## config.mk

```make
export PLATFORM = sky130hd
export DESIGN_NAME = day10_min_press_solver_flat
export DESIGN_NICKNAME = d
export VERILOG_FILES = /design/src/rtl/day10_pkg.sv /design/src/rtl/day10_input_if.sv /design/src/rtl/day10_ctz.sv /design/src/rtl/day10_min_press_solver.sv /design/src/flat_wrapper.sv
export SDC_FILE = /design/constraint.sdc
export NUM_CORES = 1
export LEC_CHECK = 0
export ABC_AREA = 1
export CAP_MARGIN = 20
export CORE_MARGIN = 2
export CORE_UTILIZATION = 45
export CTS_BUF_LIST = sky130_fd_sc_hd__clkbuf_8
export CTS_CLUSTER_SIZE = 28
export DETAILED_ROUTE_END_ITERATION = 6
export DONT_BUFFER_PORTS = 1
export PLACE_DENSITY_LB_ADDON = 0.12
export SLEW_MARGIN = 30
export SYNTH_ARGS = -nofsm -noshare
export SYNTH_HDL_FRONTEND = slang
export SYNTH_SLANG_ARGS = --single-unit
```

## constraint.sdc

```tcl
create_clock -name clk -period 9.4 [get_ports clk]
set_input_delay 0.94 -clock clk [delete_from_list [all_inputs] [get_ports clk]]
set_output_delay 0.94 -clock clk [all_outputs]
set_load 0.05 [all_outputs]
```

## src/rtl/day10_pkg.sv

```systemverilog
// Shared types, sizes and helpers for the day10 minimum-press solver.
package day10_pkg;

    localparam int unsigned MAX_NUM_LIGHTS    = 10;
    localparam int unsigned MAX_NUM_BUTTONS   = 13;
    localparam int unsigned MAX_NUM_BUTTONS_W = $clog2(MAX_NUM_BUTTONS + 1);
    localparam int unsigned MAX_NUM_LIGHTS_W  = $clog2(MAX_NUM_LIGHTS + 1);
    localparam int unsigned TOTAL_W           = 32;
    // Subset counter must reach 1<<MAX_NUM_BUTTONS, hence one extra bit.
    localparam int unsigned SUBSET_W          = MAX_NUM_BUTTONS + 1;
    localparam int unsigned BTN_IDX_W         = $clog2(SUBSET_W);

    typedef enum logic [1:0] {
        IDLE   = 2'd0,
        SEARCH = 2'd1,
        DONE   = 2'd2
    } solver_state_t;

    // One machine record as delivered by the input reader.
    typedef struct packed {
        logic [MAX_NUM_LIGHTS_W-1:0]                     num_lights;
        logic [MAX_NUM_LIGHTS-1:0]                       target_lights_arrangement;
        logic [MAX_NUM_BUTTONS_W-1:0]                    num_buttons;
        logic [MAX_NUM_BUTTONS-1:0][MAX_NUM_LIGHTS-1:0]  buttons;
    } day10_record_t;

    // Reflected binary Gray code of the subset counter.
    function automatic logic [SUBSET_W-1:0] gray(input logic [SUBSET_W-1:0] k);
        return k ^ (k >> 1);
    endfunction

endpackage

```

## src/rtl/day10_input_if.sv

```systemverilog
// Record bus between the day10 input reader and the solver.
interface day10_input_if;
    import day10_pkg::*;

    day10_record_t rec;

    modport producer (output rec);
    modport consumer (input  rec);
endinterface

```

## src/rtl/day10_ctz.sv

```systemverilog
// Combinational trailing-zero counter; an all-zero input reports index 0.
module day10_ctz #(
    parameter int unsigned WIDTH = 14,
    localparam int unsigned IDX_W = (WIDTH > 1) ? $clog2(WIDTH) : 1
) (
    input  logic [WIDTH-1:0] i_value,
    output logic [IDX_W-1:0] o_index_c
);

    // Scan from the top so the lowest set bit wins.
    always_comb begin
        o_index_c = '0;
        for (int i = WIDTH - 1; i >= 0; i--) begin
            if (i_value[i]) begin
                o_index_c = IDX_W'(i);
            end
        end
    end

endmodule

```

## src/rtl/day10_min_press_solver.sv

```systemverilog
// Minimum button-press solver for one day10 machine record.
// Walks every button subset in Gray-code order, one subset per cycle,
// tracking the running XOR of light masks and the running press count.
// Optional feature macro: DAY10_TOTAL_ACCUM_EN adds clear_total/total_presses.
module day10_min_press_solver
    import day10_pkg::*;
(
    input  logic                          clk,
    input  logic                          rst_n,
    day10_input_if.consumer               day10_input,
    input  logic                          input_valid,
    output logic                          solver_ready,
    output logic                          result_valid,
    output logic [MAX_NUM_BUTTONS_W-1:0]  min_presses,
    output logic                          no_solution,
    output logic                          overrun
`ifdef DAY10_TOTAL_ACCUM_EN
    ,
    input  logic                          clear_total,
    output logic [TOTAL_W-1:0]            total_presses
`endif
);

    solver_state_t r_state;
    solver_state_t w_state_next;

    logic [MAX_NUM_LIGHTS-1:0]                       r_mask;
    logic [MAX_NUM_LIGHTS-1:0]                       r_tgt;
    logic [MAX_NUM_BUTTONS-1:0][MAX_NUM_LIGHTS-1:0]  r_buttons;
    logic [MAX_NUM_BUTTONS_W-1:0]                    r_nb;
    logic [SUBSET_W-1:0]                             r_k;
    logic [MAX_NUM_LIGHTS-1:0]                       r_acc;
    logic [MAX_NUM_BUTTONS_W-1:0]                    r_pop;
    logic [MAX_NUM_BUTTONS_W-1:0]                    r_best;
    logic                                            r_found;

    logic                                            r_solver_ready;
    logic                                            r_result_valid;
    logic [MAX_NUM_BUTTONS_W-1:0]                    r_min_presses;
    logic                                            r_no_solution;
    logic                                            r_overrun;

    logic                                            w_accept;
    logic                                            w_step;
    logic                                            w_k_end;
    logic [MAX_NUM_LIGHTS_W-1:0]                     w_nl_sat;
    logic [MAX_NUM_BUTTONS_W-1:0]                    w_nb_sat;
    logic [MAX_NUM_LIGHTS-1:0]                       w_mask_in;
    logic [MAX_NUM_LIGHTS-1:0]                       w_tgt_in;
    logic [BTN_IDX_W-1:0]                            w_b;
    logic [SUBSET_W-1:0]                             w_gray;
    logic [MAX_NUM_LIGHTS-1:0]                       w_acc_next;
    logic [MAX_NUM_BUTTONS_W-1:0]                    w_pop_next;
    logic                                            w_hit;

    // Index of the button toggled by this Gray step.
    day10_ctz #(
        .WIDTH (SUBSET_W)
    ) u_ctz (
        .i_value   (r_k),
        .o_index_c (w_b)
    );

    // State register.
    always_ff @(posedge clk or negedge rst_n) begin
        if (!rst_n) begin
            r_state <= IDLE;
        end else begin
            r_state <= w_state_next;
        end
    end

    // Next-state decode and datapath strobes.
    always_comb begin
        w_state_next = r_state;
        w_accept     = 1'b0;
        w_step       = 1'b0;
        unique case (r_state)
            IDLE: begin
                if (input_valid) begin
                    w_accept     = 1'b1;
                    w_state_next = SEARCH;
                end
            end
            SEARCH: begin
                if (w_k_end) begin
                    w_state_next = DONE;
                end else begin
                    w_step = 1'b1;
                end
            end
            DONE: begin
                w_state_next = IDLE;
            end
            default: begin
                w_state_next = IDLE;
            end
        endcase
    end

    // Clamp record sizes and build the active-light mask.
    always_comb begin
        w_nl_sat = (day10_input.rec.num_lights > MAX_NUM_LIGHTS_W'(MAX_NUM_LIGHTS))
                 ? MAX_NUM_LIGHTS_W'(MAX_NUM_LIGHTS) : day10_input.rec.num_lights;
        w_nb_sat = (day10_input.rec.num_buttons > MAX_NUM_BUTTONS_W'(MAX_NUM_BUTTONS))
                 ? MAX_NUM_BUTTONS_W'(MAX_NUM_BUTTONS) : day10_input.rec.num_buttons;
        w_mask_in = '0;
        for (int i = 0; i < MAX_NUM_LIGHTS; i++) begin
            w_mask_in[i] = (MAX_NUM_LIGHTS_W'(i) < w_nl_sat);
        end
        w_tgt_in = day10_input.rec.target_lights_arrangement & w_mask_in;
    end

    // One Gray-code step: toggle button b, adjust count, test for a better hit.
    always_comb begin
        w_k_end    = (r_k == (SUBSET_W'(1) << r_nb));
        w_gray     = gray(r_k);
        w_acc_next = r_acc ^ r_buttons[w_b];
        w_pop_next = w_gray[w_b] ? (r_pop + MAX_NUM_BUTTONS_W'(1))
                                 : (r_pop - MAX_NUM_BUTTONS_W'(1));
        w_hit      = ((w_acc_next & r_mask) == r_tgt) && (!r_found || (w_pop_next < r_best));
    end

    // Search datapath: capture on accept, advance on each step.
    always_ff @(posedge clk or negedge rst_n) begin
        if (!rst_n) begin
            r_mask    <= '0;
            r_tgt     <= '0;
            r_buttons <= '0;
            r_nb      <= '0;
            r_k       <= '0;
            r_acc     <= '0;
            r_pop     <= '0;
            r_best    <= '0;
            r_found   <= 1'b0;
        end else if (w_accept) begin
            r_mask    <= w_mask_in;
            r_tgt     <= w_tgt_in;
            r_buttons <= day10_input.rec.buttons;
            r_nb      <= w_nb_sat;
            r_k       <= SUBSET_W'(1);
            r_acc     <= '0;
            r_pop     <= '0;
            r_best    <= '0;
            r_found   <= (w_tgt_in == '0);
        end else if (w_step) begin
            r_k   <= r_k + SUBSET_W'(1);
            r_acc <= w_acc_next;
            r_pop <= w_pop_next;
            if (w_hit) begin
                r_best  <= w_pop_next;
                r_found <= 1'b1;
            end
        end
    end

    // Registered handshake and result outputs.
    always_ff @(posedge clk or negedge rst_n) begin
        if (!rst_n) begin
            r_solver_ready <= 1'b1;
            r_result_valid <= 1'b0;
            r_min_presses  <= '0;
            r_no_solution  <= 1'b0;
        end else begin
            r_solver_ready <= (w_state_next == IDLE);
            r_result_valid <= (w_state_next == DONE);
            if (w_state_next == DONE) begin
                r_min_presses <= r_found ? r_best : '0;
                r_no_solution <= !r_found;
            end
        end
    end

    // Sticky flag for records offered while busy; the record itself is dropped.
    always_ff @(posedge clk or negedge rst_n) begin
        if (!rst_n) begin
            r_overrun <= 1'b0;
        end else if (input_valid && (r_state != IDLE)) begin
            r_overrun <= 1'b1;
        end
    end

    assign solver_ready = r_solver_ready;
    assign result_valid = r_result_valid;
    assign min_presses  = r_min_presses;
    assign no_solution  = r_no_solution;
    assign overrun      = r_overrun;

`ifdef DAY10_TOTAL_ACCUM_EN
    logic [TOTAL_W-1:0] r_total;

    // Running total of solved press counts; clear has priority over an update.
    always_ff @(posedge clk or negedge rst_n) begin
        if (!rst_n) begin
            r_total <= '0;
        end else if (clear_total) begin
            r_total <= '0;
        end else if (r_result_valid) begin
            r_total <= r_total + TOTAL_W'(r_min_presses);
        end
    end

    assign total_presses = r_total;
`endif

endmodule

```

## src/flat_wrapper.sv

```systemverilog
// flat-port wrapper written by rule: the top's interface ports become plain ports
module day10_min_press_solver_flat import day10_pkg::*;
  (clk, rst_n, input_valid, solver_ready, result_valid, min_presses, no_solution, overrun, day10_input_rec);
  day10_input_if day10_input_i ();
  input  logic clk;
  input  logic rst_n;
  input  logic input_valid;
  output logic solver_ready;
  output logic result_valid;
  output logic [MAX_NUM_BUTTONS_W-1:0] min_presses;
  output logic no_solution;
  output logic overrun;
  input wire logic [$bits(day10_input_i.rec)-1:0] day10_input_rec;
  assign day10_input_i.rec = day10_input_rec;
  day10_min_press_solver u_core (.clk(clk), .rst_n(rst_n), .day10_input(day10_input_i), .input_valid(input_valid), .solver_ready(solver_ready), .result_valid(result_valid), .min_presses(min_presses), .no_solution(no_solution), .overrun(overrun));
endmodule
```

==> impl_results.md, run 1 <==
- Die Wd: 157.3 um
- Worst r2r path cells: 34
- Max Cap Viol: 0
- TritonCTS Buffers: 17
- Placement row count: 56
- Initial antenna violation count: 0
- Area leader, netlist: dfrtp_1
- CP startpoint: u_core.r_k[12]
- Netlist cell types: 39
- Post-CTS setup repair buffer count: 0
- Worst IR drop on VDD: 0.1505 mV
- Final Non-Filler Cells: 1730
- Final Util: 0.4779
- Synth area leaders: dfrtp_1 46%, nand2_1 21%, nand3_1 12%
- CP max FO: 85
- Synth top area share: 0.4637
- CP arrival: 5.75 ns
- IO Count: 159
- Worst R2R End: u_core.r_best[1]
- Crit-path max cell delay: 0.64 ns
- Worst path slowest cell: nand2_4
- Post-CTS Hold Buffers: 0
- Dpl cells: 1698
- Cell Area, Synth: 10580 um2
- Area delta synth->final: 5.098%
- Post-synth EDFFs: 0
- First-pass GRT wire length: 45890 um
- Via count: 9117
- DR pass1 iterations: 7
- Initial core utilization: 0.4547
- Syn_area_per_cell: 7.310 um2
- Worst hold path type: in2async
- Largest net degree at the start of global routing: 198
- Min Clock Period, post-route: 5.336 ns
- H-Tree Depth: 4
- PnR worst setup slack: 4.064 ns
- Worst-case clock skew: 0.01836 ns
- 1st-iter DRT viols: 677
- Slew Limit Fails: 0
- Post-Route WL: 28270 um
- Reg-to-reg startpoint: u_core.r_k[12]
- R2R setup slack: 4.06 ns
- Total grt overflow: 0
- Antenna diodes: 0
- Leakage power: 5.746 nW
- Longest Clk Path Bufs: 2
- Final Setup Violations: 0
- Final worst-path cycle share: 0.5677
- CTS resizes: 0
- Most common cell after layout, fill and taps aside: nand2_1
- Final Hold Fails: 0
- Worst setup SP type: register
- Total GRT Usage: 0.2374
- Sequential fraction of the synthesis area: 0.4662
- Pwr/cell area: 364.8 nW/um2
- Critical path class: reg2reg
- GP Congestion: 0.8586
- Most frequent cells in the layout: 579 x nand2_1, 262 x nand3_1, 196 x dfrtp_1
- Max_slew headroom: 0.4143
- Pre-CTS worst setup slack: 4.067 ns
- Hold WS: 0.1520 ns
- Unrepaired setup endpoints after global routing: false
- Antenna Nets Post-Route: 0
- Die area: 24750 um2
- CP Capture Type: register
- CTS tree: built
- Vias in the first global route: 8659
- HPWL after DPL: 19700 um
- Measured slew at the worst slew-check pin: 0.8785 ns
- Setup TNS Final: 0 ns
- Die H: 157.3 um
- Clock transition at the registers of the reported paths: 0.12 ns
- Placeable Area: 23260 um2
- FMAX: 187.4 MHz
- DR WL/cell: 16.34 um
- Fraction of registers with async set/reset: 1.000
- Most used cell, CP: nand2_1
- Syn Nets: 1618
- Detailed-route DRC error count: 0
- Root buf cell: clkbuf_8
- Outcome: finished, final reports clean
- Clk Latency, worst-skew pair: 0.48 ns
- Yosys reg bits: 197
- Layout cell share with drive strength beyond 1: 0.04394
- Port-buffer cells: 0
- CP endpoint: u_core.r_best[1]
- WP data required: 9.81 ns
- Nets: 1569
- Ys Warns: 0
- Clock sink total: 197
- Top FF cell, synth: dfrtp_1
- Vias per std cell: 5.270
- Post-Synthesis Cells: 1447
==> logic make-up (layout without fill, tap and decap cells) <==
logic type,Yosys count,after routing,synth area share
flip-flops,197,197,0.4662
AO/OA/AOI/OAI,119,119,0.05997
XOR/XNOR,15,15,0.01384
adder cells (fa/ha/maj),20,20,0.02366
AND/OR/NAND/NOR,912,912,0.3628
buffers and inverters,184,148,0.07357
==> report_power, final <==
group	total [mW]	leakage, nW	switching (mW)	internal [mW]
Combinational	1.95	3.07	1.30	0.644
Sequential	1.51	2.46	0.284	1.23
Clock	0.594	0.217	0.361	0.232
==> layout make-up <==
type | count | area [um2]
Timing Repair Buffer | 6 | 45.04
Sequential cell | 197 | 4931
Clock buffer | 17 | 234.0
Fill cell | 2451 | 12150
Clock inverter | 15 | 207.7
Inverter | 110 | 419.2
Tap cell | 319 | 399.1
Multi-Input combinational cell | 1066 | 4881
==> through the flow <==
stage               instance area (um2)  power [mW]
finish                            11120       4.055
global route                      11120       4.467
global placement                  10670       3.449
detailed placement                10670       3.494
CTS                               11110       4.100
floorplan                         10580       3.013
==> cell usage after synthesis, types with 9 or more instances <==
master,number
clkbuf_1,46
inv_1,101
dfrtp_1,196
xor2_1,12
nand4_1,9
o21ai_0,69
nand2_1,580
a21oi_1,22
o21ai_1,9
buf_2,13
nor2_1,35
nand3_1,263
ha_1,20
==> flip-flops by register name, summed over array words and instances (netlist names) <==
signal	flops
u_core.r_pop	4
u_core.solver_ready	1
u_core.r_best	4
u_core.r_tgt	10
u_core.r_acc	10
u_core.r_mask	10
u_core.r_found	1
u_core.result_valid	1
u_core.r_state	2
u_core.r_buttons	130
u_core.r_k	14
u_core.min_presses	4
u_core.r_nb	4
u_core.overrun	1
u_core.no_solution	1
==> worst min path at each step <==
stage	endpoint	slack [ns]	cells past startpoint
detailed placement	u_core.r_buttons[15]	0.47	2
finish	u_core.r_buttons[4]	0.15	0
CTS	u_core.r_buttons[29]	0.12	0
global placement	u_core.r_buttons[27]	0.46	2
global route	u_core.r_buttons[3]	0.11	0
floorplan	u_core.r_buttons[99]	0.44	2
==> per-layer routing <==
layer / GRT usage / share of wire
met2: 0.3936 / 0.48
met5: 0 / 0
met3: 0.03910 / 0.048
met4: 0.05584 / 0.017
met1: 0.3268 / 0.45
==> critical path, delay by kind of cell, from the launching register on <==
kind                     cells  cell delay, ns
XOR/XNOR                     1            0.21
adder cells (fa/ha/maj)      3            0.80
buffers and inverters        3            0.99
AND/OR/NAND/NOR             23            2.37
flip-flops                   1            0.42
AO/OA/AOI/OAI                4            0.42
Power figures use the tool's default switching activity.
==> run 2, diff against run 1 <==
==> constraint.sdc (replaced) <==
create_clock -name clk -period 4.3 [get_ports clk]
set_input_delay 0.43 -clock clk [delete_from_list [all_inputs] [get_ports clk]]
set_output_delay 0.43 -clock clk [all_outputs]
set_load 0.05 [all_outputs]
==> impl_results.md, run 2 (synthesized netlist as in run 1, its figures left out) <==
- Post-Place Cell Area: 10730 um2 (+0.55%)
- Violated checks: hold timing
- Tot Pwr: 9.039 mW (+120%)
- 1st-iter DRT viols: 685 (+1.2%)
- Part of the power in combinational logic: 0.494 (+0.014)
- Met1 GRT Util: 0.3325 (+0.005749)
- Worst-case clock skew: 0.02375 ns (+0.005385 ns)
- Final Hold Fails: 197 (+197)
- Pwr/cell area: 804.9 nW/um2 (+120%)
- Crit-path max cell delay: 0.43 ns (-0.21 ns)
- HPWL after DPL: 19860 um (+0.79%)
- Sequential share of power: 0.361 (-0.012)
- Die area: 24750 um2 (unchanged)
- Hold WS: -0.3742 ns (-0.5261 ns)
- First-pass GRT wire length: 46650 um (+1.7%)
- Layout cell share with drive strength beyond 1: 0.05341 (+0.009468)
- Detailed-route DRC error count: 0 (unchanged)
- Max_slew headroom: 0.3550 (-0.05935)
- Biggest regs: u_core.r_buttons x130, u_core.r_k x14
- CTS tree: built
- Min Clock Period, post-route: 3.918 ns (-1.418 ns)
- Final instance area: 11230 um2 (+1.0%)
- Global-route met3 utilization: 0.04350 (+0.004405)
- WP data required: 4.72 ns (-5.09 ns)
- Worst IR drop on VDD: 0.3558 mV (+140%)
- CP arrival: 4.34 ns (-1.41 ns)
- Initial antenna violation count: 0 (unchanged)
- Most frequent cells in the layout: 579 x nand2_1, 262 x nand3_1, 196 x dfrtp_1
- CP Capture Type: register
- Register cell area after layout: 4931 um2 (unchanged)
- Final worst-path cycle share: 0.9113 (+0.3436)
- Vias per std cell: 5.264 (-0.11%)
- Clock sink total: 197 (unchanged)
- Total GRT Usage: 0.2450 (+0.007595)
- Post-Route WL: 29390 um (+4.0%)
- Clock transition at the registers of the reported paths: 0.13 ns (about the same)
- Placeable Area: 23260 um2 (unchanged)
- FMAX: 255.2 MHz (+36%)
- Longest Clk Path Bufs: 2 (unchanged)
- Port-buffer cells: 0 (unchanged)
- DR WL/cell: 16.87 um (+3.3%)
- Worst path slowest cell: dfrtp_1
- Most common cell after layout, fill and taps aside: nand2_1
- Outcome: finished with violations
- CP max FO: 8 (-91%)
- Slew Limit Fails: 0 (unchanged)
- H-Tree Depth: 4 (unchanged)
- Critical path class: reg2reg
- Measured slew at the worst slew-check pin: 0.9676 ns (+0.08902 ns)
- Die Wd: 157.3 um (unchanged)
- Placement row count: 56 (unchanged)
- Area of the multi-input gates: 4900 um2 (+0.38%)
- Clk Latency, worst-skew pair: 0.48 ns (about the same)
- Die H: 157.3 um (unchanged)
- Total grt overflow: 0 (unchanged)
- Initial core utilization: 0.4547 (unchanged)
- Vias in the first global route: 8790 (+1.5%)
- Number of flip-flops under the largest register name: 130 (unchanged)
- Clk pwr share: 0.145 (about the same)
- IO Count: 159 (unchanged)
- Antenna diodes: 0 (unchanged)
- Max Cap Viol: 0 (unchanged)
- Final Setup Violations: 0 (unchanged)
- Top reg by flops: u_core.r_buttons
- Internal Pwr Total: 4.712 mW (+120%)
- Switching power: 4.327 mW (+120%)
- Nets: 1581 (+0.76%)
- Switching Fraction: 0.4787 (-0.001778)
- Leakage power: 5.814 nW (+1.2%)
- GP Congestion: 0.8551 (-0.41%)
- Worst hold path type: in2async
- Met2 Use GR: 0.4063 (+0.01268)
- Via count: 9170 (+0.58%)
- Antenna Nets Post-Route: 0 (unchanged)
- Most used cell, CP: nand2_1
- Area delta synth->final: 6.163%
- DR pass1 iterations: 4 (-3)
- Root buf cell: clkbuf_8
- GRT Max-Usage Layer: met2
- Worst setup SP type: register
- Fillers: 2396 (-2.2%)
- Final Util: 0.4827 (+0.004841)
- TritonCTS Buffers: 17 (unchanged)
- Largest net degree at the start of global routing: 198 (unchanged)
## run 2: changes by cell type in the layout (fill, tap and decap cells not counted), sizes merged
cell    delta
clkbuf     +1
nand2      +1
clkinv     -1
buf       +11
## run 2: final timing paths
check / start / to / slack, ns / cells after the start
min: rst_n / u_core.r_buttons[90] / -0.37 / 0
min in group clk: day10_input_rec[55] / u_core.r_buttons[55] / 0.04 / 2
min reg2reg: u_core.r_buttons[15] / u_core.r_buttons[15] / 0.49 / 2
max in group asynchronous: rst_n / u_core.r_pop[3] / 4.38 / 0
max reg2reg: u_core.r_k[12] / u_core.r_best[2] / 0.38 / 33
max: u_core.r_k[12] / u_core.r_best[2] / 0.38 / 33
## run 2: metal layers
| layer | share of wire | wire [um] | vias to the layer above |
|---|---|---|---|
| met5 | 0 | 0 | - |
| met4 | 0.019 | 565 | 0 |
| met3 | 0.049 | 1445 | 32 |
| met2 | 0.48 | 14180 | 244 |
| met1 | 0.45 | 13210 | 4316 |
| li1 | - | - | 4578 |
## run 2: per-stage QoR
step	instances	setup WS (ns)	setup TNS, ns
global route	1742	-0.009677	-0.01091
detailed placement	1706	0.3120	0
floorplan	1447	0.5859	0
finish	1742	0.3816	0
global placement	1706	0.4656	0
CTS	1738	0.2859	0
## run 2: critical path: cells and delay by family, from the launching register on
kind | cells | cell delay [ns]
AOI/OAI and AO/OA | 4 | 0.49
xor gates and xnor gates | 1 | 0.17
adders and majority gates | 3 | 0.78
buffers and inverters | 2 | 0.16
DFF | 1 | 0.43
and+or+nand+nor | 23 | 1.84
## run 2: final cells by class
cell class,count,area share
Sequential cell,197,0.4391
Multi-Input combinational cell,1067,0.4363
Timing Repair Buffer,17,0.01136
Inverter,110,0.03744
Clock inverter,14,0.01816
Tap cell,319,0.03554
Clock buffer,18,0.02206
## run 2: repair_timing
action	4_1_cts	5_1_grt
buffers inserted	0	3
hold endpoints to repair	197	197
endpoints found under the setup margin	0	5
resized for setup	0	6
## run 2: power groups by stage
stage	registers (mW)	logic, mW	clock network (mW)
2_1_floorplan	3.15	3.44	0
3_3_place_gp	3.28	4.29	0
3_5_place_dp	3.29	4.36	0
4_1_cts	3.26	4.39	1.34
5_1_grt	3.37	5.11	1.41
6_report	3.26	4.46	1.31
